### config.mk
export PLATFORM = sky130hd
export DESIGN_NAME = adder_pipe
export DESIGN_NICKNAME = d
export VERILOG_FILES = /design/src/rtl/adder_pkg.sv /design/src/rtl/adder_chunk.sv /design/src/rtl/adder_pipe.sv
export SDC_FILE = /design/constraint.sdc
export NUM_CORES = 1
export LEC_CHECK = 0
export ABC_AREA = 1
export CAP_MARGIN = 20
export CORE_UTILIZATION = 63
export CTS_CLUSTER_SIZE = 30
export DETAILED_ROUTE_END_ITERATION = 8
export DONT_BUFFER_PORTS = 1
export PLACE_DENSITY = 0.79
export SYNTH_ARGS = -nofsm -noshare
export SYNTH_HDL_FRONTEND = slang
export SYNTH_SLANG_ARGS = --single-unit
### constraint.sdc
create_clock -name clk -period 2 [get_ports clk]
set_input_delay 0.2 -clock clk [delete_from_list [all_inputs] [get_ports clk]]
set_output_delay 0.2 -clock clk [all_outputs]
set_load 0.01 [all_outputs]
### src/rtl/adder_pkg.sv
`default_nettype none
// ============================================================================
// adder_pkg - shared sizing helper and stage control type for adder_pipe | rev 1.0
// ============================================================================
package adder_pkg;

  // Guards against STAGES=0 so the misconfiguration check can report cleanly.
  function automatic int chunk_width(input int width, input int stages);
    return (stages > 0) ? (width / stages) : width;
  endfunction

  // Width-independent part of a pipeline stage entry; the width-dependent
  // sum_lo/a_hi/b_hi fields shrink or grow per stage and live with each stage.
  typedef struct packed {
    logic valid;
    logic carry;
  } stage_ctrl_t;

endpackage
`default_nettype wire

### src/rtl/adder_chunk.sv
`default_nettype none
// ============================================================================
// adder_chunk - combinational WIDTH-bit adder slice (a + b + cin) | rev 1.0
// ============================================================================
module adder_chunk
  import adder_pkg::*;
#(
  parameter int WIDTH = 8
) (
  input  logic [WIDTH-1:0] a,
  input  logic [WIDTH-1:0] b,
  input  logic             cin,
  output logic [WIDTH-1:0] s,
  output logic             cout
);

  assign {cout, s} = {1'b0, a} + {1'b0, b} + {{WIDTH{1'b0}}, cin};

endmodule
`default_nettype wire

### src/rtl/adder_pipe.sv
`default_nettype none
// ============================================================================
// adder_pipe - STAGES-deep chunked adder with valid/ready; ADDER_PIPE_OVF_EN adds ovf | rev 1.0
// ============================================================================
module adder_pipe
  import adder_pkg::*;
#(
  parameter int WIDTH  = 32,
  parameter int STAGES = 4
) (
  input  logic             clk,
  input  logic             rst_n,
  input  logic             in_valid,
  output logic             in_ready,
  input  logic [WIDTH-1:0] a,
  input  logic [WIDTH-1:0] b,
  input  logic             cin,
  output logic             out_valid,
  input  logic             out_ready,
  output logic [WIDTH-1:0] s,
`ifdef ADDER_PIPE_OVF_EN
  output logic             ovf,
`endif
  output logic             cout
);

  localparam int CHUNK = chunk_width(WIDTH, STAGES);

  if ((STAGES < 1) || (STAGES > WIDTH) || ((WIDTH % STAGES) != 0)) begin : g_bad_cfg
    $error("adder_pipe: WIDTH=%0d must be a multiple of STAGES=%0d with 1 <= STAGES <= WIDTH",
           WIDTH, STAGES);
  end

  logic advance;

  // The whole pipe moves in lockstep, so input readiness only depends on the output side.
  assign advance  = !out_valid || out_ready;
  assign in_ready = advance;

  for (genvar k = 0; k < STAGES; k++) begin : g_stage
    localparam int DONE = (k + 1) * CHUNK;
    localparam int REM  = WIDTH - DONE;

    stage_ctrl_t      ctrl;
    logic [DONE-1:0]  sum_lo;
    logic [DONE-1:0]  sum_nxt;
    logic [CHUNK-1:0] op_a;
    logic [CHUNK-1:0] op_b;
    logic [CHUNK-1:0] chunk_s;
    logic             carry_in;
    logic             valid_in;
    logic             chunk_c;

    if (k == 0) begin : g_head
      assign op_a     = a[CHUNK-1:0];
      assign op_b     = b[CHUNK-1:0];
      assign carry_in = cin;
      assign valid_in = in_valid;
      assign sum_nxt  = chunk_s;
    end else begin : g_body
      assign op_a     = g_stage[k-1].g_fwd.a_hi[CHUNK-1:0];
      assign op_b     = g_stage[k-1].g_fwd.b_hi[CHUNK-1:0];
      assign carry_in = g_stage[k-1].ctrl.carry;
      assign valid_in = g_stage[k-1].ctrl.valid;
      assign sum_nxt  = {chunk_s, g_stage[k-1].sum_lo};
    end

    adder_chunk #(
      .WIDTH (CHUNK)
    ) u_chunk (
      .a    (op_a),
      .b    (op_b),
      .cin  (carry_in),
      .s    (chunk_s),
      .cout (chunk_c)
    );

    always_ff @(posedge clk) begin
      if (!rst_n) begin
        ctrl   <= '0;
        sum_lo <= '0;
      end else if (advance) begin
        ctrl.valid <= valid_in;
        ctrl.carry <= chunk_c;
        sum_lo     <= sum_nxt;
      end
    end

    // Operand bits still waiting for a later stage; the last stage has none.
    if (REM > 0) begin : g_fwd
      logic [REM-1:0] a_hi;
      logic [REM-1:0] b_hi;
      logic [REM-1:0] a_rest;
      logic [REM-1:0] b_rest;

      if (k == 0) begin : g_src_in
        assign a_rest = a[WIDTH-1:CHUNK];
        assign b_rest = b[WIDTH-1:CHUNK];
      end else begin : g_src_prev
        assign a_rest = g_stage[k-1].g_fwd.a_hi[REM+CHUNK-1:CHUNK];
        assign b_rest = g_stage[k-1].g_fwd.b_hi[REM+CHUNK-1:CHUNK];
      end

      always_ff @(posedge clk) begin
        if (!rst_n) begin
          a_hi <= '0;
          b_hi <= '0;
        end else if (advance) begin
          a_hi <= a_rest;
          b_hi <= b_rest;
        end
      end
    end
  end

  assign out_valid = g_stage[STAGES-1].ctrl.valid;
  assign cout      = g_stage[STAGES-1].ctrl.carry;
  assign s         = g_stage[STAGES-1].sum_lo;

`ifdef ADDER_PIPE_OVF_EN
  logic msb_carry_in;

  // Carry into the MSB recovered from the MSB sum bit of the top chunk.
  assign msb_carry_in = g_stage[STAGES-1].op_a[CHUNK-1]
                      ^ g_stage[STAGES-1].op_b[CHUNK-1]
                      ^ g_stage[STAGES-1].chunk_s[CHUNK-1];

  always_ff @(posedge clk) begin
    if (!rst_n) begin
      ovf <= 1'b0;
    end else if (advance) begin
      ovf <= msb_carry_in ^ g_stage[STAGES-1].chunk_c;
    end
  end
`endif

endmodule
`default_nettype wire

==> impl_results.md <==
* Via count of the first global-routing pass at between 6000 and 7000
* Share of async-settable or async-resettable flops after synthesis at 0
* Detailed router's first-iteration violation count at just over 400
* Area leader, netlist: sky130_fd_sc_hd__dfxtp_1
* Met2 demand-to-capacity share in global routing at 0.451
* Total Nets Final at 1175
* Core Region at between 0.01 and 0.015 mm^2
* Min Clock Period, post-route at between 1.5 and 2 ns
* Die Span Y at 113 um
* Power density over cell area at between 800 and 900 mW/mm^2
* Most crowded layer after global routing: met2
* Number of enable flip-flop cells after synthesis at 0
* Static Leak at about 4.5 nW
* Worst vdd rail ir drop at between 600 and 700 uV
* Final Hold Violating Endpoints at 0
* Number of placement rows at 40
* Width of the die at 113 um
* Number of synthesis warnings at 0
* Max_slew headroom at 0.573
* Clock insertion delay at the later pin of the skew report at 0.42 ns
* Standard cell area after detailed placement at a little under 0.008 mm^2
* Most area-consuming cells after synthesis: sky130_fd_sc_hd__dfxtp_1, sky130_fd_sc_hd__nor2_1, sky130_fd_sc_hd__o21ai_0, sky130_fd_sc_hd__ha_1, sky130_fd_sc_hd__nand2_1
* Area Overhead vs Synth at 17.8%
* ANT nets after route at 0
* Count of unique library cells instantiated by Yosys at 22
* Crit path arrival time at between 2 and 2.5 ns
* Sequential fraction of the synthesis area at 0.476
* Maximum number of buffers from clock root to sink at 2
* Area of the mapped netlist at between 0.007 and 0.008 mm^2
* Post-CTS Setup Bufs at 0
* Final GP Congestion at about 0.8
* Max frequency at around 0.53 GHz
* Number of antenna violations at the first check in global routing at 0
* Largest clock skew in the final design at roughly 0.0048 ns
* Count of filler cells inserted in the layout at approximately 910
* Hold WC Path Type: in -> reg
* Run status: finished clean
* Total wire length after detailed routing at between 15000 and 20000 um
* Synth Register Bits at ~180
* TritonCTS clock tree: done
* Avg Vias per Cell at about 5.3
* Utilization after layout at 0.759
* Setup Slack @ Placement at roughly 0.15 ns
* Largest net degree at the start of global routing at between 100 and 150
* Routed via count at approximately 6600
* Fin crit share at 0.945
* Met1 Resource Use GR at 0.335
* Category of the worst setup path launch point: flip-flop
* Clock-pin slew of the registers on the worst-case setup and hold paths at around 0.06 ns
* Post-Syn Nets at around 1100
* Met3 usage at 0.0450
* Worst-Margin Slew at ~0.64 ns
* Power after layout at 8.17 mW
* Die Area at roughly 0.013 mm^2
* Unrepaired setup endpoints after global routing: false
* Sinks on the clock net at approximately 180
* Post-synthesis instance total at approximately 1000
* Total DRC errors in the routed layout at 0
* Antenna diode instance count at 0
* Crit path capture type: flip-flop
* Most numerous cell in the Yosys netlist: sky130_fd_sc_hd__nor2_1
* GRT Util Overall at 0.265
* CTS Root Cell: sky130_fd_sc_hd__clkbuf_16
* Starting Density at 0.644
* Total global routing overflow at 0
* Count of pins over their slew limit at 0
* Count of final setup violators at 0
* Critical Path RT at ~2.4 ns
* Buffers on Ports at 0
* WL/cell at around 13 um
* Biggest fanout along the worst timing path at 66
* Fraction of final layout cells sized beyond drive strength 1 at 0.0435
* Number of I/O pins at approximately 100
* Number of max-capacitance violations reported at 0
* Top-area cell type share of the netlist area at 0.476
* Detailed Place HPWL at just under 9000 um
* 1st-pass router iterations at 7
* Top_reg_cell synth: sky130_fd_sc_hd__dfxtp_1
* Number of CTS-inserted buffers at 17
* Number of levels in the clock H-tree at 4
* List of most frequent post-synthesis cells: sky130_fd_sc_hd__nor2_1, sky130_fd_sc_hd__dfxtp_1, sky130_fd_sc_hd__o21ai_0
* Crit path kind: reg -> reg
* Finished Cell Area at around 0.0091 mm^2
* Mean instance size in the synthesized netlist at roughly 7.5 um^2
* Global-route wire length before repair at roughly 27000 um
* PnR worst setup slack at about 0.11 ns
* Final TNS setup at 0 ns
[layout make-up]
class | count | area [um^2] | share of cell area
Clock inverter | 8 | 124 | 0.0136
Multi-Input combinational cell | 721 | 3530 | 0.388
Sequential cell | 184 | 3680 | 0.404
Timing Repair Buffer | 83 | 898 | 0.0985
Clock buffer | 21 | 450 | 0.0494
Inverter | 63 | 241 | 0.0265
Tap cell | 147 | 184 | 0.0202
[flip-flops by register name (all words and copies together), names as in the netlist]
name and flops:
out_valid 1, g_stage.g_fwd.a_hi 48, g_stage.carry_in 3, cout 1, g_stage.g_fwd.b_hi 48, s 32, g_stage.sum_lo 48, g_stage.valid_in 3
[kinds of logic after synthesis]
| family | share of synthesized area |
|---|---|
| DFF | 0.476 |
| xor gates and xnor gates | 0.0136 |
| and+or+nand+nor | 0.241 |
| AOI/OAI and AO/OA | 0.135 |
| adders and majority gates | 0.0660 |
| buffers and inverters | 0.0682 |
[power breakdown]
part           internal (mW)  switching (mW)
clock network           1.98            1.33
registers               3.92           0.161
logic                  0.367           0.415
total                   6.26            1.91
[stage by stage]
step / hold slack (ns) / cells
6_report: 0.0184 / 1227
5_1_grt: 0.0240 / 1227
4_1_cts: 0.00399 / 1226
3_5_place_dp: 0.351 / 1121
3_3_place_gp: 0.340 / 1121
2_1_floorplan: 0.364 / 1028
[worst max-delay path: stages (launching register included)]
cell	delay (ns)
sky130_fd_sc_hd__dfxtp_2	0.36
sky130_fd_sc_hd__inv_1	0.07
sky130_fd_sc_hd__nor2_4	0.28
sky130_fd_sc_hd__buf_12	0.28
sky130_fd_sc_hd__o21ai_0	0.11
sky130_fd_sc_hd__dlygate4sd3_1	0.58
sky130_fd_sc_hd__nor2_1	0.11
[path summary, 6_finish.rpt]
| check | cells past startpoint | endpoint | slack [ns] | from |
|---|---|---|---|---|
| setup / recovery | 6 | g_stage[2].sum_lo[12] | 0.11 | out_valid |
| hold / removal | 3 | g_stage[0].sum_lo[3] | 0.02 | rst_n |
| setup reg to reg | 6 | g_stage[2].sum_lo[12] | 0.11 | out_valid |
| hold reg to reg | 2 | g_stage[2].sum_lo[15] | 0.48 | g_stage[2].sum_lo[15] |
[metal layers]
metal | vias up | routed length (um)
li1 | 3365 | -
met1 | 2995 | 7630
met2 | 168 | 7730
met3 | 30 | 808
met4 | 0 | 318
met5 | - | 0
[what timing repair did]
action,4_1_cts,5_1_grt
hold endpoints to repair,166,0
gates resized for setup,0,4
hold buffers,76,0
endpoints found under the setup margin,0,7
[cells in the final DEF (no fill, tap or decap), types with 7 or more instances in the layout]
cell type and n:
sky130_fd_sc_hd__dlygate4sd3_1 75, sky130_fd_sc_hd__clkbuf_16 18, sky130_fd_sc_hd__ha_1 28, sky130_fd_sc_hd__a21oi_1 17
sky130_fd_sc_hd__nand2_1 92, sky130_fd_sc_hd__inv_1 62, sky130_fd_sc_hd__xnor2_1 7, sky130_fd_sc_hd__nor2_1 321
sky130_fd_sc_hd__dfxtp_1 183, sky130_fd_sc_hd__nand3b_1 7, sky130_fd_sc_hd__o21ai_0 179, sky130_fd_sc_hd__nand3_1 36
sky130_fd_sc_hd__or2_2 7
No activity file was read; power rests on OpenSTA's default activity.
